## src/rtl/ex_mem_stage_pkg.sv

```systemverilog
// ---------------------------------------------------------------------------
// ex_mem_stage_pkg
//   Shared definitions for the EX->MEM pipeline boundary of the RV32I core:
//   default widths, the control-class encoding used by the branch target
//   unit, the link offset for jal/jalr, and a helper that folds the three
//   one-hot control-class inputs into that encoding.
// ---------------------------------------------------------------------------
package ex_mem_stage_pkg;

    localparam int DATA_W_DEF  = 32;
    localparam int CNT_W_DEF   = 32;
    localparam int LINK_OFFSET = 4;

    // Control class of the instruction sitting in EX.
    typedef enum logic [1:0] {
        CLS_NONE   = 2'd0,
        CLS_BRANCH = 2'd1,
        CLS_JAL    = 2'd2,
        CLS_JALR   = 2'd3
    } ctrl_class_e;

    // The decode stage guarantees one-hot or all-zero; the priority order
    // below only matters if that guarantee is ever broken.
    function automatic ctrl_class_e decode_class(input logic is_branch,
                                                 input logic is_jal,
                                                 input logic is_jalr);
        ctrl_class_e cls;
        cls = CLS_NONE;
        if (is_jalr) begin
            cls = CLS_JALR;
        end else if (is_jal) begin
            cls = CLS_JAL;
        end else if (is_branch) begin
            cls = CLS_BRANCH;
        end
        return cls;
    endfunction

endpackage

```

## src/rtl/ex_mem_stage_branch_target_unit.sv

```systemverilog
// ---------------------------------------------------------------------------
// ex_mem_stage_branch_target_unit
//   Purely combinational branch/jump resolution for the instruction in EX.
//
//   Ports:
//     pc, imm, alu_result  in   EX PC, sign-extended immediate, ALU result
//     bcond                in   ALU branch condition
//     cls                  in   control class (none/branch/jal/jalr)
//     taken                out  control transfer happens
//     target               out  transfer target (mod 2^DATA_W)
//     misalign             out  taken and target[1] set
// ---------------------------------------------------------------------------
module ex_mem_stage_branch_target_unit
    import ex_mem_stage_pkg::*;
#(
    parameter int DATA_W = DATA_W_DEF
) (
    input  logic [DATA_W-1:0] pc,
    input  logic [DATA_W-1:0] imm,
    input  logic [DATA_W-1:0] alu_result,
    input  logic              bcond,
    input  ctrl_class_e       cls,
    output logic              taken,
    output logic [DATA_W-1:0] target,
    output logic              misalign
);

    always_comb begin
        taken  = 1'b0;
        // pc+imm covers both conditional branches and jal; the adder wraps.
        target = pc + imm;
        case (cls)
            CLS_BRANCH: taken = bcond;
            CLS_JAL:    taken = 1'b1;
            CLS_JALR: begin
                taken  = 1'b1;
                target = alu_result & ~DATA_W'(1);
            end
            default:    taken = 1'b0;
        endcase
        // Only bit 1 matters: bit 0 is always clear for legal targets.
        misalign = taken & target[1];
    end

endmodule

```

## src/rtl/ex_mem_stage.sv

```systemverilog
// ---------------------------------------------------------------------------
// ex_mem_stage
//   Registered EX->MEM boundary. Resolves branches/jumps into a one-cycle PC
//   redirect (or a misalignment trap pulse), drops the wrong-path instruction
//   that is in EX during the redirect cycle, holds the MEM payload while the
//   memory stage stalls, and counts branches / taken branches.
//
//   Ports:
//     clk, reset                 clock, async active-low reset
//     ex_valid / ex_ready        EX-side handshake
//     ex_pc, ex_imm, ex_alu_result, ex_alu_bcond   datapath inputs
//     ex_is_branch/_jal/_jalr    control class (one-hot or zero)
//     ex_rs2_data, ex_rd, ex_reg_write, ex_mem_read, ex_mem_write,
//     ex_mem_to_reg              fields forwarded to MEM
//     mem_valid / mem_ready      MEM-side handshake
//     mem_*                      registered payload
//     redirect_valid/_pc         one-cycle PC redirect
//     misalign_trap              one-cycle pulse, taken target with bit1 set
//     branch_count, taken_count  event counters (wrap)
//
//   Handshake: a transfer happens on a clock edge where valid and ready are
//   both 1. mem_valid never drops and the mem_* payload never changes while
//   mem_valid=1 and mem_ready=0. ex_ready may depend combinationally on
//   mem_ready. In the cycle redirect_valid=1 the EX instruction is consumed
//   (ex_ready=1) but discarded, because it is on the wrong path.
// ---------------------------------------------------------------------------
module ex_mem_stage
    import ex_mem_stage_pkg::*;
#(
    parameter int DATA_W = DATA_W_DEF,
    parameter int CNT_W  = CNT_W_DEF
) (
    input  logic              clk,
    input  logic              reset,
    // EX side
    input  logic              ex_valid,
    output logic              ex_ready,
    input  logic [DATA_W-1:0] ex_pc,
    input  logic [DATA_W-1:0] ex_imm,
    input  logic [DATA_W-1:0] ex_alu_result,
    input  logic              ex_alu_bcond,
    input  logic              ex_is_branch,
    input  logic              ex_is_jal,
    input  logic              ex_is_jalr,
    input  logic [DATA_W-1:0] ex_rs2_data,
    input  logic [4:0]        ex_rd,
    input  logic              ex_reg_write,
    input  logic              ex_mem_read,
    input  logic              ex_mem_write,
    input  logic              ex_mem_to_reg,
    // MEM side
    output logic              mem_valid,
    input  logic              mem_ready,
    output logic [DATA_W-1:0] mem_result,
    output logic [DATA_W-1:0] mem_rs2_data,
    output logic [4:0]        mem_rd,
    output logic              mem_reg_write,
    output logic              mem_mem_read,
    output logic              mem_mem_write,
    output logic              mem_mem_to_reg,
    // Control transfer
    output logic              redirect_valid,
    output logic [DATA_W-1:0] redirect_pc,
    output logic              misalign_trap,
    // Event counters
    output logic [CNT_W-1:0]  branch_count,
    output logic [CNT_W-1:0]  taken_count
);

    ctrl_class_e       ex_cls;
    logic              taken;
    logic [DATA_W-1:0] target;
    logic              misalign;
    logic              accept;

    logic              mem_valid_q,      mem_valid_d;
    logic [DATA_W-1:0] mem_result_q,     mem_result_d;
    logic [DATA_W-1:0] mem_rs2_data_q,   mem_rs2_data_d;
    logic [4:0]        mem_rd_q,         mem_rd_d;
    logic              mem_reg_write_q,  mem_reg_write_d;
    logic              mem_mem_read_q,   mem_mem_read_d;
    logic              mem_mem_write_q,  mem_mem_write_d;
    logic              mem_mem_to_reg_q, mem_mem_to_reg_d;
    logic              redirect_valid_q, redirect_valid_d;
    logic [DATA_W-1:0] redirect_pc_q,    redirect_pc_d;
    logic              misalign_trap_q,  misalign_trap_d;
    logic [CNT_W-1:0]  branch_count_q,   branch_count_d;
    logic [CNT_W-1:0]  taken_count_q,    taken_count_d;

    assign ex_cls = decode_class(ex_is_branch, ex_is_jal, ex_is_jalr);

    ex_mem_stage_branch_target_unit #(
        .DATA_W (DATA_W)
    ) u_branch_target_unit (
        .pc         (ex_pc),
        .imm        (ex_imm),
        .alu_result (ex_alu_result),
        .bcond      (ex_alu_bcond),
        .cls        (ex_cls),
        .taken      (taken),
        .target     (target),
        .misalign   (misalign)
    );

    always_comb begin
        // Gated by reset so that every output reads 0 while reset is held.
        ex_ready = reset & (~mem_valid_q | mem_ready | redirect_valid_q);
        // During a redirect cycle the EX instruction is consumed but not
        // loaded (squash): no payload, no counting, no further redirect.
        accept   = ex_valid & ex_ready & ~redirect_valid_q;

        mem_valid_d      = mem_valid_q;
        mem_result_d     = mem_result_q;
        mem_rs2_data_d   = mem_rs2_data_q;
        mem_rd_d         = mem_rd_q;
        mem_reg_write_d  = mem_reg_write_q;
        mem_mem_read_d   = mem_mem_read_q;
        mem_mem_write_d  = mem_mem_write_q;
        mem_mem_to_reg_d = mem_mem_to_reg_q;
        redirect_pc_d    = redirect_pc_q;
        branch_count_d   = branch_count_q;
        taken_count_d    = taken_count_q;

        if (accept) begin
            mem_valid_d      = 1'b1;
            mem_result_d     = (ex_is_jal | ex_is_jalr)
                               ? ex_pc + DATA_W'(LINK_OFFSET)
                               : ex_alu_result;
            mem_rs2_data_d   = ex_rs2_data;
            mem_rd_d         = ex_rd;
            // A misaligned jump must not write its link register.
            mem_reg_write_d  = ex_reg_write & ~misalign;
            mem_mem_read_d   = ex_mem_read;
            mem_mem_write_d  = ex_mem_write;
            mem_mem_to_reg_d = ex_mem_to_reg;
            redirect_pc_d    = target;
            if (ex_is_branch) begin
                branch_count_d = branch_count_q + CNT_W'(1);
            end
            if (ex_is_branch & ex_alu_bcond) begin
                taken_count_d = taken_count_q + CNT_W'(1);
            end
        end else if (mem_ready) begin
            // Payload drained into MEM; fields hold but are no longer valid.
            mem_valid_d = 1'b0;
        end

        // Pulses are tied to accept, so a branch stalled in MEM cannot
        // re-assert them.
        redirect_valid_d = accept & taken & ~misalign;
        misalign_trap_d  = accept & misalign;
    end

    always_ff @(posedge clk or negedge reset) begin
        if (!reset) begin
            mem_valid_q      <= 1'b0;
            mem_result_q     <= '0;
            mem_rs2_data_q   <= '0;
            mem_rd_q         <= '0;
            mem_reg_write_q  <= 1'b0;
            mem_mem_read_q   <= 1'b0;
            mem_mem_write_q  <= 1'b0;
            mem_mem_to_reg_q <= 1'b0;
            redirect_valid_q <= 1'b0;
            redirect_pc_q    <= '0;
            misalign_trap_q  <= 1'b0;
            branch_count_q   <= '0;
            taken_count_q    <= '0;
        end else begin
            mem_valid_q      <= mem_valid_d;
            mem_result_q     <= mem_result_d;
            mem_rs2_data_q   <= mem_rs2_data_d;
            mem_rd_q         <= mem_rd_d;
            mem_reg_write_q  <= mem_reg_write_d;
            mem_mem_read_q   <= mem_mem_read_d;
            mem_mem_write_q  <= mem_mem_write_d;
            mem_mem_to_reg_q <= mem_mem_to_reg_d;
            redirect_valid_q <= redirect_valid_d;
            redirect_pc_q    <= redirect_pc_d;
            misalign_trap_q  <= misalign_trap_d;
            branch_count_q   <= branch_count_d;
            taken_count_q    <= taken_count_d;
        end
    end

    assign mem_valid      = mem_valid_q;
    assign mem_result     = mem_result_q;
    assign mem_rs2_data   = mem_rs2_data_q;
    assign mem_rd         = mem_rd_q;
    assign mem_reg_write  = mem_reg_write_q;
    assign mem_mem_read   = mem_mem_read_q;
    assign mem_mem_write  = mem_mem_write_q;
    assign mem_mem_to_reg = mem_mem_to_reg_q;
    assign redirect_valid = redirect_valid_q;
    assign redirect_pc    = redirect_pc_q;
    assign misalign_trap  = misalign_trap_q;
    assign branch_count   = branch_count_q;
    assign taken_count    = taken_count_q;

endmodule

```

## config.mk

```make
export PLATFORM = sky130hd
export DESIGN_NAME = ex_mem_stage
export DESIGN_NICKNAME = d
export VERILOG_FILES = /design/src/rtl/ex_mem_stage_pkg.sv /design/src/rtl/ex_mem_stage_branch_target_unit.sv /design/src/rtl/ex_mem_stage.sv
export SDC_FILE = /design/constraint.sdc
export NUM_CORES = 1
export LEC_CHECK = 0
export BUFFER_PORTS_ARGS = -buffer_cell sky130_fd_sc_hd__buf_2
export CORE_ASPECT_RATIO = 1.75
export CORE_MARGIN = 3
export CORE_UTILIZATION = 35
export DETAILED_ROUTE_END_ITERATION = 8
export PLACE_DENSITY = 0.58
export RECOVER_POWER = 50
export SYNTH_ARGS = -nofsm -noshare
export SYNTH_HDL_FRONTEND = slang
export SYNTH_HIERARCHICAL = 1
export SYNTH_SLANG_ARGS = --single-unit
```

## constraint.sdc

```tcl
create_clock -name clk -period 1.99 [get_ports clk]
set_clock_uncertainty 0.1 [all_clocks]
set_input_delay 0.398 -clock clk [delete_from_list [all_inputs] [get_ports clk]]
set_output_delay 0.398 -clock clk [all_outputs]
set_load 0.02 [all_outputs]
```

# ---- Word-level counts from Yosys, hierarchy flattened
# Cells that the tools add are included.
dict set report op_classes {
  add_sub_neg 4
  order_cmp 0
  shifts 0
  mux 8
  eq_ne 3
  n_bitwise 15
  div 0
  reduce_logical 4
  multipliers 0
}
# operator n
set op_table {}
lappend op_table {{adder 32 x 1 -> 32 bit, second input constant} 2}
lappend op_table {{two-way mux 32 bit} 2}
lappend op_table {{adder 32 x 3 -> 32 bit, second input constant} 1}
lappend op_table {{adder 32 bit} 1}
lappend op_table {{bitwise AND 1 bit} 9}
lappend op_table {{equality test 2 bit, second input constant} 2}
lappend op_table {{two-way mux 2 bit} 2}
lappend op_table {{AND reduction 2 bit} 2}
lappend op_table {{two-way mux 1 bit} 3}
lappend op_table {{NOT 1 bit} 3}
lappend op_table {{bitwise OR 1 bit} 3}
lappend op_table {{equality test 2 x 1 -> 1 bit, second input constant} 1}
lappend op_table {{one-hot mux 1 bit (2 select lines)} 1}
lappend op_table {{nonzero test 2 bit} 1}
lappend op_table {{OR reduction 2 bit} 1}
dict set report word_totals {
  ff_bits 172
  elab_cells 47
  rom_bits 0
  latchBits 0
  n_memories 0
  ramBits 0
  out_inout_bits 173
  in_bits 145
}

# ---- Logic depth before layout (Yosys ltp)
# Gate-level depths: netlist (run 1).
dict set report logic_depth {
  depth_word 9
  depth_mapped 12
  depth_no_buf 12
}

# ---- Modules after synthesis
# Netlist (run 1), hierarchy kept.
# mod area_per_inst_um2 cells_each seq_area_each_um2 instances
set modules_own_cells {}
lappend modules_own_cells {ex_mem_stage 7718.7 821 4304.1 1}
lappend modules_own_cells {ex_mem_stage_branch_target_unit 2288.4 351 0.0 1}

# ---- Least setup slack after synthesis (run 1)
# No wires, ideal clock.
dict set report synth_path {
  path_type {input to register}
  from {input port ex_pc[22]}
  to {register redirect_pc_q[29], in the netlist redirect_pc[29]}
  path_buffers 1
  path_slack_ns -0.636
  t_arrival_ns 2.461
  required_time_ns 1.825
  setup_time_ns 0.065
  cell_stages 11
  path_cell_list {ha_1 -> buf_2 -> a21o_1 -> a21o_1 -> a21o_1 -> or3_1 -> a21oi_1 -> mux2_2 -> a211oi_2 -> nand2_1 -> nand2_1}
}
dict set report synth_between {
  elab_chain_cells 2
}
# item line_no
set synth_lines {}
lappend synth_lines {{start, declared} ex_mem_stage.sv:38} ;# input logic [DATA_W-1:0] ex_pc,
lappend synth_lines {{adder 32 bit} ex_mem_stage_branch_target_unit.sv:31} ;# target = pc + imm;
lappend synth_lines {{two-way mux 32 bit} ex_mem_stage_branch_target_unit.sv:32} ;# case (cls)
lappend synth_lines {{named net target[29]} ex_mem_stage.sv:72} ;# logic [DATA_W-1:0] target;
lappend synth_lines {{end signal, assigned} ex_mem_stage.sv:179} ;# redirect_pc_q <= redirect_pc_d;
lappend synth_lines {{end, declared} ex_mem_stage.sv:85} ;# logic [DATA_W-1:0] redirect_pc_q, redirect_pc_d;
# The timed path passes the listed nets, and every way through them passes these cells.
# A chain may end at the register's enable or synchronous reset.

# ---- Worst setup path in the final report (run 1)
dict set report layout_path {
  from {input port ex_imm[0]}
  to {register redirect_pc_q[24], in the netlist redirect_pc[24]}
}
dict set report layout_between {
  elab_chain_cells 2
}
# item line_no
set layout_lines {}
lappend layout_lines {{start, declared} ex_mem_stage.sv:39} ;# input logic [DATA_W-1:0] ex_imm,
lappend layout_lines {{adder 32 bit} ex_mem_stage_branch_target_unit.sv:31}
lappend layout_lines {{two-way mux 32 bit} ex_mem_stage_branch_target_unit.sv:32}
lappend layout_lines {{named net target[24]} ex_mem_stage.sv:72}
# The timed path passes the listed nets, and every way through them passes these cells.

==> results.json, run 1 <==
{
  "cts_inserted_buffers": 17,
  "final_area_um2": 14900,
  "synth.avg_cell_area_um2": 8.54,
  "ys_ff_latch": 172,
  "synthToLayoutAreaGrowth_pct": 48.6,
  "drive_gt1_frac": 0.364,
  "startpoint_type": "input pin",
  "grt.overflow.total": 0,
  "synth_common_cells": "nand2_1 (315), dfrtp_1 (172), nor2_1 (90)",
  "failed_checks": "setup timing",
  "die_h_um": 230,
  "fin_nets": 1855,
  "fin_setup_tns_ns": -1.88,
  "layout_setup_ws_ns": -0.178,
  "n_fill_cell": 2725,
  "powerDensity_nw_per_um2": 794,
  "report.final.setup_viol": 19,
  "die_area_um2": 30700,
  "synth_edf_count": 0,
  "ios": 318,
  "h-tree-depth": 4,
  "postSynthCellCount": 1172,
  "clockRootBuffer": "clkbuf_16",
  "rows": 81,
  "p_total_mw": 11.8,
  "cp_max_fo": 2,
  "wirelength_mm": 37.2,
  "via_per_inst": 5.09,
  "clock_sinks": 172,
  "required_ns": 2.28,
  "grt_pass1_vias": 10900,
  "die_w_um": 134,
  "power_frac_comb": 0.337,
  "clkPwrFrac": 0.293,
  "holdCritStartpoint": "ex_rs2_data[29]",
  "path_class": "in2reg",
  "p_seq_frac": 0.370,
  "hold_viol_final": 0,
  "initial_core_util": 0.356,
  "clk_pin_slew_ns": 0.07,
  "seq_area_frac_synth": 0.430,
  "place_congestion": 0.913,
  "cp.arrival_ns": 2.46,
  "grt_pass1_wl_mm": 57.3,
  "drv_cap": 0,
  "drcViolationCount": 0,
  "core_um2": 28100,
  "grt_setup_unrepaired": "true",
  "yosysUniqueCellTypes": 75,
  "worstSkewPairLatency_ns": 0.44,
  "wl_per_cell_um": 18.0,
  "worstSetupEndpointType": "register",
  "drtIter0Drc": 418,
  "tightestPinTransition_ns": 1.01,
  "first_pass_iters": 5,
  "crit_path_start": "ex_imm[0]",
  "slew_violations": 0,
  "grt_start_max_net_pins": 93,
  "syn_nets": 1352,
  "fin_crit_sh": 1.09,
  "place_hpwl_mm": 29.1,
  "final_cells": 2062,
  "vias": 10500,
  "internal_power_mw": 7.48,
  "synth_top_cell_area_share": 0.430,
  "track_usage": 0.239,
  "netSwitchingFraction": 0.366,
  "fmax_mhz": 461,
  "antenna_found_initial": 1,
  "synthTopCellsByArea": "dfrtp_1 (43%), nand2_1 (12%), xnor2_1 (4.9%), ha_1 (4.3%), xor2_1 (4.1%)",
  "reg2reg_from": "mem_valid$_DFFE_PN0P_",
  "peakVddDrop_v": 0.000638,
  "syn_area_um2": 10000,
  "hp-class": "in2reg",
  "portBuffers": 317,
  "cts_buffer_depth": 2,
  "holdWs_ns": 0.0400,
  "p_leak_nw": 7.30,
  "placed_area_um2": 13800,
  "yosysWarnings": 6,
  "async_reset_ff_frac": 1.00,
  "status": "complete, but fails checks",
  "final_antenna_net_count": 0,
  "synth_top_cell_by_area": "dfrtp_1",
  "synth.most_common_cell": "nand2_1",
  "synth-main-ff-cell": "dfrtp_1",
  "cts_tree": "built",
  "relSlewSlack": 0.326,
  "fin_crit_ns": 2.17,
  "p_switching_mw": 4.31,
  "placed_cells": 2014
}
[metrics by stage]
stage / worst slack [ns] / utilization
finish: -0.178 / 0.530
global route: -0.267 / 0.530
CTS: -0.175 / 0.525
detailed placement: -0.705 / 0.492
global placement: -0.686 / 0.492
floorplan: -0.520 / -
[area by class of cell]
cell class	instances	area, um^2	area share
diodes	1	2.50	0.000168
clock buffers	18	439	0.0295
clock inverters	14	154	0.0104
inverters	20	75.1	0.00505
multi-input cells	932	6130	0.412
flip-flops and latches	172	4310	0.290
well taps	373	467	0.0314
repair buffers	532	3300	0.222
[layer usage]
layer | GRT usage | wire (um)
met4 | 0.143 | 2350
met5 | 0 | 0
met2 | 0.438 | 19800
met3 | 0.0352 | 1570
met1 | 0.256 | 13400
[what timing repair did]
action,4_1_cts,5_1_grt
gates resized for setup,50,46
setup endpoints to repair,24,25
pin swaps,25,35
hold buffers,0,2
buffers inserted,5,10
hold endpoints to repair,0,5
[logic make-up (layout without fill, tap and decap cells)]
logic type      count (synthesis)  in the layout  synth area share
compound gates                201            201             0.133
xor+xnor                      103            103            0.0901
fa+ha+maj                      35             35            0.0445
buf+inv                        68            584            0.0266
flops                         172            172             0.430
mux                             7              7           0.00750
other cells                     0              1                 0
simple gates                  586            586             0.268
[power by group through the flow]
stage               Clock (mW)  Combinational [mW]  Sequential (mW)
floorplan                    0                1.36             5.10
global placement             0                3.83             4.41
detailed placement           0                3.86             4.43
CTS                       3.55                3.98             4.37
global route              3.67                4.31             4.44
finish                    3.46                3.97             4.37
[placed cells by master, fill, tap and decap left out, types with 5 or more instances in the layout]
master,instances
nand2_1,313
a31oi_1,7
nor2_1,83
o211ai_1,9
a21oi_1,50
o22ai_1,16
nor2_2,5
buf_12,9
o21ai_0,26
a21oi_2,12
buf_6,14
ha_4,17
and4_1,9
and3_1,17
xor2_1,47
a21o_1,12
nor3_1,19
ha_1,14
nor3_2,9
clkbuf_16,17
inv_1,19
buf_4,194
o21ai_1,10
nand3_1,45
or3_1,5
buf_2,237
xnor2_1,55
and2_1,8
dfrtp_1,168
nand4_1,23
inv_6,6
clkbuf_1,74
[worst max-delay path, stage by stage]
cell       delay (ns)
buf_6            0.08
ha_4             0.12
inv_2            0.04
fa_2             0.40
nor2b_4          0.15
o31a_4           0.15
o2111ai_4        0.14
a2111oi_4        0.39
o31a_1           0.19
nor3_1           0.06
o31ai_2          0.20
nand2_1          0.07
nand2_1          0.06
[worst paths after layout]
| kind | to | slack (ns) | cells after the start |
|---|---|---|---|
| setup / recovery | redirect_pc[24]$_DFFE_PN0P_ | -0.18 | 13 |
| hold / removal | mem_rs2_data[29]$_DFFE_PN0P_ | 0.04 | 3 |
| setup reg to reg | taken_count[2]$_DFFE_PN0P_ | -0.06 | 5 |
| hold reg to reg | redirect_pc[24]$_DFFE_PN0P_ | 0.37 | 2 |
| max in group asynchronous | branch_count[3]$_DFFE_PN0P_ | 0.26 | 4 |
| min in group asynchronous | redirect_pc[12]$_DFFE_PN0P_ | 0.69 | 4 |
(Power assumes the default switching activity.)
==> inputs of run 2 (changes only) <==
--- a/config.mk
+++ b/config.mk
@@ -11,5 +11,5 @@
 export CORE_UTILIZATION = 35
 export DETAILED_ROUTE_END_ITERATION = 8
-export PLACE_DENSITY = 0.58
+export PLACE_DENSITY_LB_ADDON = 0.12
 export RECOVER_POWER = 50
 export SYNTH_ARGS = -nofsm -noshare
--- a/constraint.sdc
+++ b/constraint.sdc
@@ -3,3 +3,3 @@
 set_input_delay 0.398 -clock clk [delete_from_list [all_inputs] [get_ports clk]]
 set_output_delay 0.398 -clock clk [all_outputs]
-set_load 0.02 [all_outputs]
+set_load 0.01 [all_outputs]
==> run 2 against run 1 <==
The run ends with capacitance limit, slew limit, setup timing left. Clock-buffer cell count unchanged. Critical path depth down 1. Total power down 4.9%. Combinational power down 12%. Clock power down 3%. Sequential power about the same. Cell area about the same. Register-to-register slack better by 0.15 ns. Sequential cell count unchanged. Die area unchanged. Critical path type unchanged. Largest power group unchanged. Highest routed layer unchanged.
==> results.json, run 2 (same netlist as run 1, synthesis figures left out) <==
{
  "status": "complete, but fails checks",
  "failed_checks": "capacitance limit, slew limit, setup timing",
  "internal_power_mw": 7.24,
  "startpoint_type": "input pin",
  "track_usage": 0.241,
  "grt_start_max_net_pins": 117,
  "place_hpwl_mm": 29.1,
  "powerDensity_nw_per_um2": 755,
  "drv_cap": 1,
  "portBuffers": 317,
  "report.final.setup_viol": 17,
  "core_um2": 28100,
  "clk_pin_slew_ns": 0.07,
  "cts_tree": "built",
  "die_h_um": 230,
  "wl_per_cell_um": 18.1,
  "hp-class": "in2reg",
  "fmax_mhz": 466,
  "h-tree-depth": 4,
  "fin_crit_sh": 1.08,
  "cts_buffer_depth": 2,
  "cp_max_fo": 4,
  "initial_core_util": 0.356,
  "die_area_um2": 30700,
  "diodes": 0,
  "final_cell_mix": "nand2_1 (308), buf_4 (207), buf_2 (194), dfrtp_1 (171), clkbuf_1 (118)",
  "drive_gt1_frac": 0.345,
  "fin_nets": 1865,
  "grt_setup_unrepaired": "true",
  "grt.overflow.total": 0,
  "vias": 10400,
  "mostFrequentLayoutCell": "nand2_1",
  "required_ns": 2.23,
  "clock_sinks": 172,
  "fin_crit_ns": 2.15,
  "power_frac_comb": 0.310,
  "tightestPinTransition_ns": 1.51,
  "peakVddDrop_v": 0.000589,
  "worstSkewPairLatency_ns": 0.45,
  "final_util": 0.530,
  "first_pass_iters": 5,
  "ios": 318,
  "netSwitchingFraction": 0.355,
  "slew_violations": 55,
  "antenna_found_initial": 0,
  "drtIter0Drc": 407,
  "fin_setup_tns_ns": -1.65,
  "p_leak_nw": 7.19,
  "final_antenna_net_count": 0,
  "grt_pass1_wl_mm": 58.1,
  "place_congestion": 0.895,
  "p_seq_frac": 0.391,
  "rows": 81,
  "cp.arrival_ns": 2.38,
  "clockRootBuffer": "clkbuf_16",
  "die_w_um": 134,
  "grt_pass1_vias": 10700,
  "holdWs_ns": 0.0392,
  "wirelength_mm": 37.4,
  "worstSetupEndpointType": "register",
  "r2r_slack_ns": 0.09,
  "cts_inserted_buffers": 17,
  "p_switching_mw": 3.98,
  "hold_viol_final": 0,
  "layout_setup_ws_ns": -0.156,
  "via_per_inst": 5.01,
  "drcViolationCount": 0,
  "path_class": "in2reg",
  "relSlewSlack": -0.00555,
  "synthToLayoutAreaGrowth_pct": 48.6,
  "n_fill_cell": 2723,
  "clkPwrFrac": 0.299
}
-- run 2: changes by cell type in the layout (fill, tap and decap cells not counted), sizes merged --
cell    change
bufinv      -2
buf        -34
clkinv      +1
nor3        +1
diode       -1
clkbuf     +43
inv         +1
-- run 2: stage by stage --
step	std cells	worst slack (ns)	total power [mW]	cell area [um^2]
finish	2071	-0.156	11.2	14900
global route	2071	-0.215	11.9	14900
CTS	2064	-0.172	11.4	14700
detailed placement	2022	-0.765	7.86	13800
global placement	2022	-0.747	7.80	13800
floorplan	1172	-0.520	6.04	10300
-- run 2: path summary, 6_finish.rpt --
check,startpoint,to,cells past startpoint
max,ex_pc[8],redirect_pc[31]$_DFFE_PN0P_,12
min,ex_rs2_data[30],mem_rs2_data[30]$_DFFE_PN0P_,3
max reg2reg,redirect_valid$_DFF_PN0_,branch_count[15]$_DFFE_PN0P_,7
min reg2reg,branch_count[31]$_DFFE_PN0P_,branch_count[31]$_DFFE_PN0P_,1
max in group asynchronous,reset,mem_rs2_data[0]$_DFFE_PN0P_,3
min in group asynchronous,reset,mem_valid$_DFFE_PN0P_,3
-- run 2: worst max-delay path, stage by stage --
cell and delay (ns):
buf_8 0.10, ha_4 0.25, a211oi_4 0.25, o21bai_4 0.13, buf_12 0.14, nor4_4 0.17
o32a_1 0.34, a22o_1 0.23, nor4b_4 0.21, nor3_2 0.07, nand2_1 0.05, nand2_1 0.05
-- run 2: cell type report --
cell class	count	area, um^2	area share
multi-input cells	933	6150	0.414
flip-flops and latches	172	4310	0.290
repair buffers	541	3290	0.221
well taps	373	467	0.0314
clock buffers	18	439	0.0295
clock inverters	14	143	0.00959
inverters	20	75.1	0.00505
-- run 2: repair_timing --
action | 4_1_cts | 5_1_grt
endpoints found under the hold margin | 1 | 0
pin swaps | 22 | 32
setup endpoints to repair | 108 | 35
setup buffers | 8 | 8
hold buffers | 1 | 0
resized for setup | 30 | 65
gates cloned | 1 | 0
-- run 2: power by group through the flow --
stage	Combinational (mW)	Clock, mW	Sequential (mW)
5_1_grt	3.82	3.59	4.46
3_5_place_dp	3.42	0	4.44
4_1_cts	3.51	3.47	4.38
2_1_floorplan	1.36	0	4.68
3_3_place_gp	3.39	0	4.41
6_report	3.48	3.36	4.39
-- run 2: per-layer routing --
| metal | track usage | part of all wire |
|---|---|---|
| met5 | 0 | 0 |
| met4 | 0.0920 | 0.030 |
| met3 | 0.0392 | 0.038 |
| met2 | 0.458 | 0.55 |
| met1 | 0.263 | 0.38 |
==> inputs of run 3 (changes only) <==
- clock period: 1.99 -> 2.7 ns (I/O delays scaled with it)
==> run 3 against run 2 <==
The flow now finishes without violations. Sequential share of layout area increased by 3.4 points. Critical path depth rose by 1. First-iteration DRC count rose by 13%. Routed wire length is 5.0% lower. Via count down 4.3%. Die area unchanged. Critical path type unchanged. Clock-buffer cell count did not move. Worst setup slack better by 0.30 ns. Critical endpoint is now redirect_pc[28]$_DFFE_PN0P_.
==> results.json, run 3 (same netlist as run 1, synthesis figures left out) <==
{
  "crit_path_start": "ex_pc[0]",
  "cts_buffer_depth": 2,
  "clkPwrFrac": 0.330,
  "cp_max_fo": 3,
  "netSwitchingFraction": 0.343,
  "cts_inserted_buffers": 17,
  "critical_path_depth": 13,
  "vias": 9923,
  "cts_tree": "built",
  "multi_input_area_um2": 5480,
  "tightestPinTransition_ns": 0.861,
  "final_antenna_net_count": 0,
  "endpoint": "redirect_pc[28]$_DFFE_PN0P_",
  "hp-class": "in2reg",
  "n_fill_cell": 2918,
  "crit_slowest_cell": "fa_1",
  "fmax_mhz": 391,
  "wl_per_cell_um": 18.1,
  "powerDensity_nw_per_um2": 610,
  "hold_viol_final": 0,
  "final_cell_mix": "nand2_1 (315), dfrtp_1 (172), buf_2 (168), clkbuf_1 (149), buf_4 (112)",
  "synthToLayoutAreaGrowth_pct": 33.1,
  "clock_sinks": 172,
  "portBuffers": 317,
  "drcViolationCount": 0,
  "crit_chain": "buf_2, ha_1, inv_1, fa_1, nor2b_4, o31a_4, o2111ai_2, a2111oi_2, buf_4, nor3_1, o311a_1, nand2_1, nand2_1",
  "holdCritStartpoint": "ex_rs2_data[26]",
  "drive_gt1_frac": 0.228,
  "rows": 81,
  "initial_core_util": 0.356,
  "fin_crit_sh": 0.948,
  "r2r_cells": 5,
  "final_util": 0.474,
  "max_stage_delay_ns": 0.43,
  "drtIter0Drc": 458,
  "fin_crit_ns": 2.56,
  "die_area_um2": 30700,
  "drv_cap": 0,
  "path_class": "in2reg",
  "first_pass_iters": 5,
  "seq_area_um2": 4300,
  "fin_nets": 1758,
  "antenna_found_initial": 2,
  "r2r-end": "branch_count[31]$_DFFE_PN0P_",
  "place_congestion": 0.924,
  "h-tree-depth": 4,
  "relSlewSlack": 0.421,
  "core_um2": 28100,
  "ios": 318,
  "reg2reg_from": "branch_count[3]$_DFFE_PN0P_",
  "report.final.setup_viol": 0,
  "mostFrequentLayoutCell": "nand2_1",
  "power_frac_comb": 0.271,
  "grt_setup_unrepaired": "false",
  "wirelength_mm": 35.5,
  "grt_pass1_wl_mm": 55.0,
  "via_per_inst": 5.05,
  "worstSkewPairLatency_ns": 0.44,
  "clk_pin_slew_ns": 0.07,
  "p_switching_mw": 2.78,
  "peakVddDrop_v": 0.000480,
  "fin_setup_tns_ns": 0,
  "slew_violations": 0,
  "grt_start_max_net_pins": 109,
  "place_hpwl_mm": 27.7,
  "p_leak_nw": 6.45,
  "r2r_slack_ns": 0.52,
  "path_delay_family": "compound AO/OA/AOI/OAI gates",
  "clockRootBuffer": "clkbuf_16",
  "worstSetupEndpointType": "register",
  "track_usage": 0.230,
  "cp.arrival_ns": 2.79,
  "p_seq_frac": 0.400,
  "grt.overflow.total": 0,
  "die_h_um": 230,
  "grt_pass1_vias": 10000,
  "startpoint_type": "input pin",
  "status": "completed",
  "die_w_um": 134,
  "required_ns": 2.93,
  "crit_path_frequent_cell": "nand2_1",
  "internal_power_mw": 5.34,
  "crit_buf_inv": 3
}
==> run 3: through the flow <==
step	worst slack (ns)	area [um^2]	total power, mW	instances	hold slack, ns
after floorplan	0.0102	10000	4.39	1172	0.144
after global placement	-0.340	12900	5.58	1931	0.242
after detailed placement	-0.355	12900	5.60	1931	0.240
after CTS	0.0153	13500	8.32	1964	0.149
after global routing	0.00282	13300	8.61	1965	0.149
final	0.140	13300	8.12	1965	0.183
==> run 3: power by group through the flow <==
stage	sequential (mW)	clock (mW)	combinational, mW
2_1_floorplan	3.45	0	0.942
3_3_place_gp	3.27	0	2.31
5_1_grt	3.30	2.86	2.44
6_report	3.25	2.68	2.20
3_5_place_dp	3.28	0	2.32
4_1_cts	3.24	2.75	2.33
==> run 3: area by class of cell <==
class,instances,area share
Multi-Input combinational cell,932,0.411
Sequential cell,172,0.323
Timing Repair Buffer,435,0.177
Tap cell,373,0.0350
Clock buffer,18,0.0322
Clock inverter,14,0.0151
Inverter,20,0.00564
Antenna cell,1,0.000188
==> run 3: layer usage <==
metal,global-route usage,share of wire
met1,0.247,0.37
met2,0.438,0.55
met3,0.0398,0.042
met4,0.0930,0.037
met5,0,0.00031
==> run 3: what timing repair did <==
| item | 4_1_cts | 5_1_grt |
|---|---|---|
| hold endpoints to repair | 1 | 0 |
| gates resized for setup | 0 | 2 |
| hold buffers | 1 | 0 |
| setup endpoints to repair | 0 | 8 |
| buffers inserted | 0 | 0 |
==> run 3: worst min path at each step <==
stage / to / cells past startpoint
6_report: mem_rs2_data[26]$_DFFE_PN0P_ / 3
2_1_floorplan: branch_count[0]$_DFFE_PN0P_ / 0
4_1_cts: mem_rs2_data[10]$_DFFE_PN0P_ / 3
5_1_grt: mem_rs2_data[10]$_DFFE_PN0P_ / 3
3_5_place_dp: redirect_valid$_DFF_PN0_ / 1
3_3_place_gp: redirect_valid$_DFF_PN0_ / 1
==> run 3: worst reg2reg max path, delay by kind of cell (launching register included) <==
kind / cells / cell delay, ns
flip-flops: 1 / 0.45
XOR/XNOR: 1 / 0.15
AND/OR/NAND/NOR: 4 / 1.39
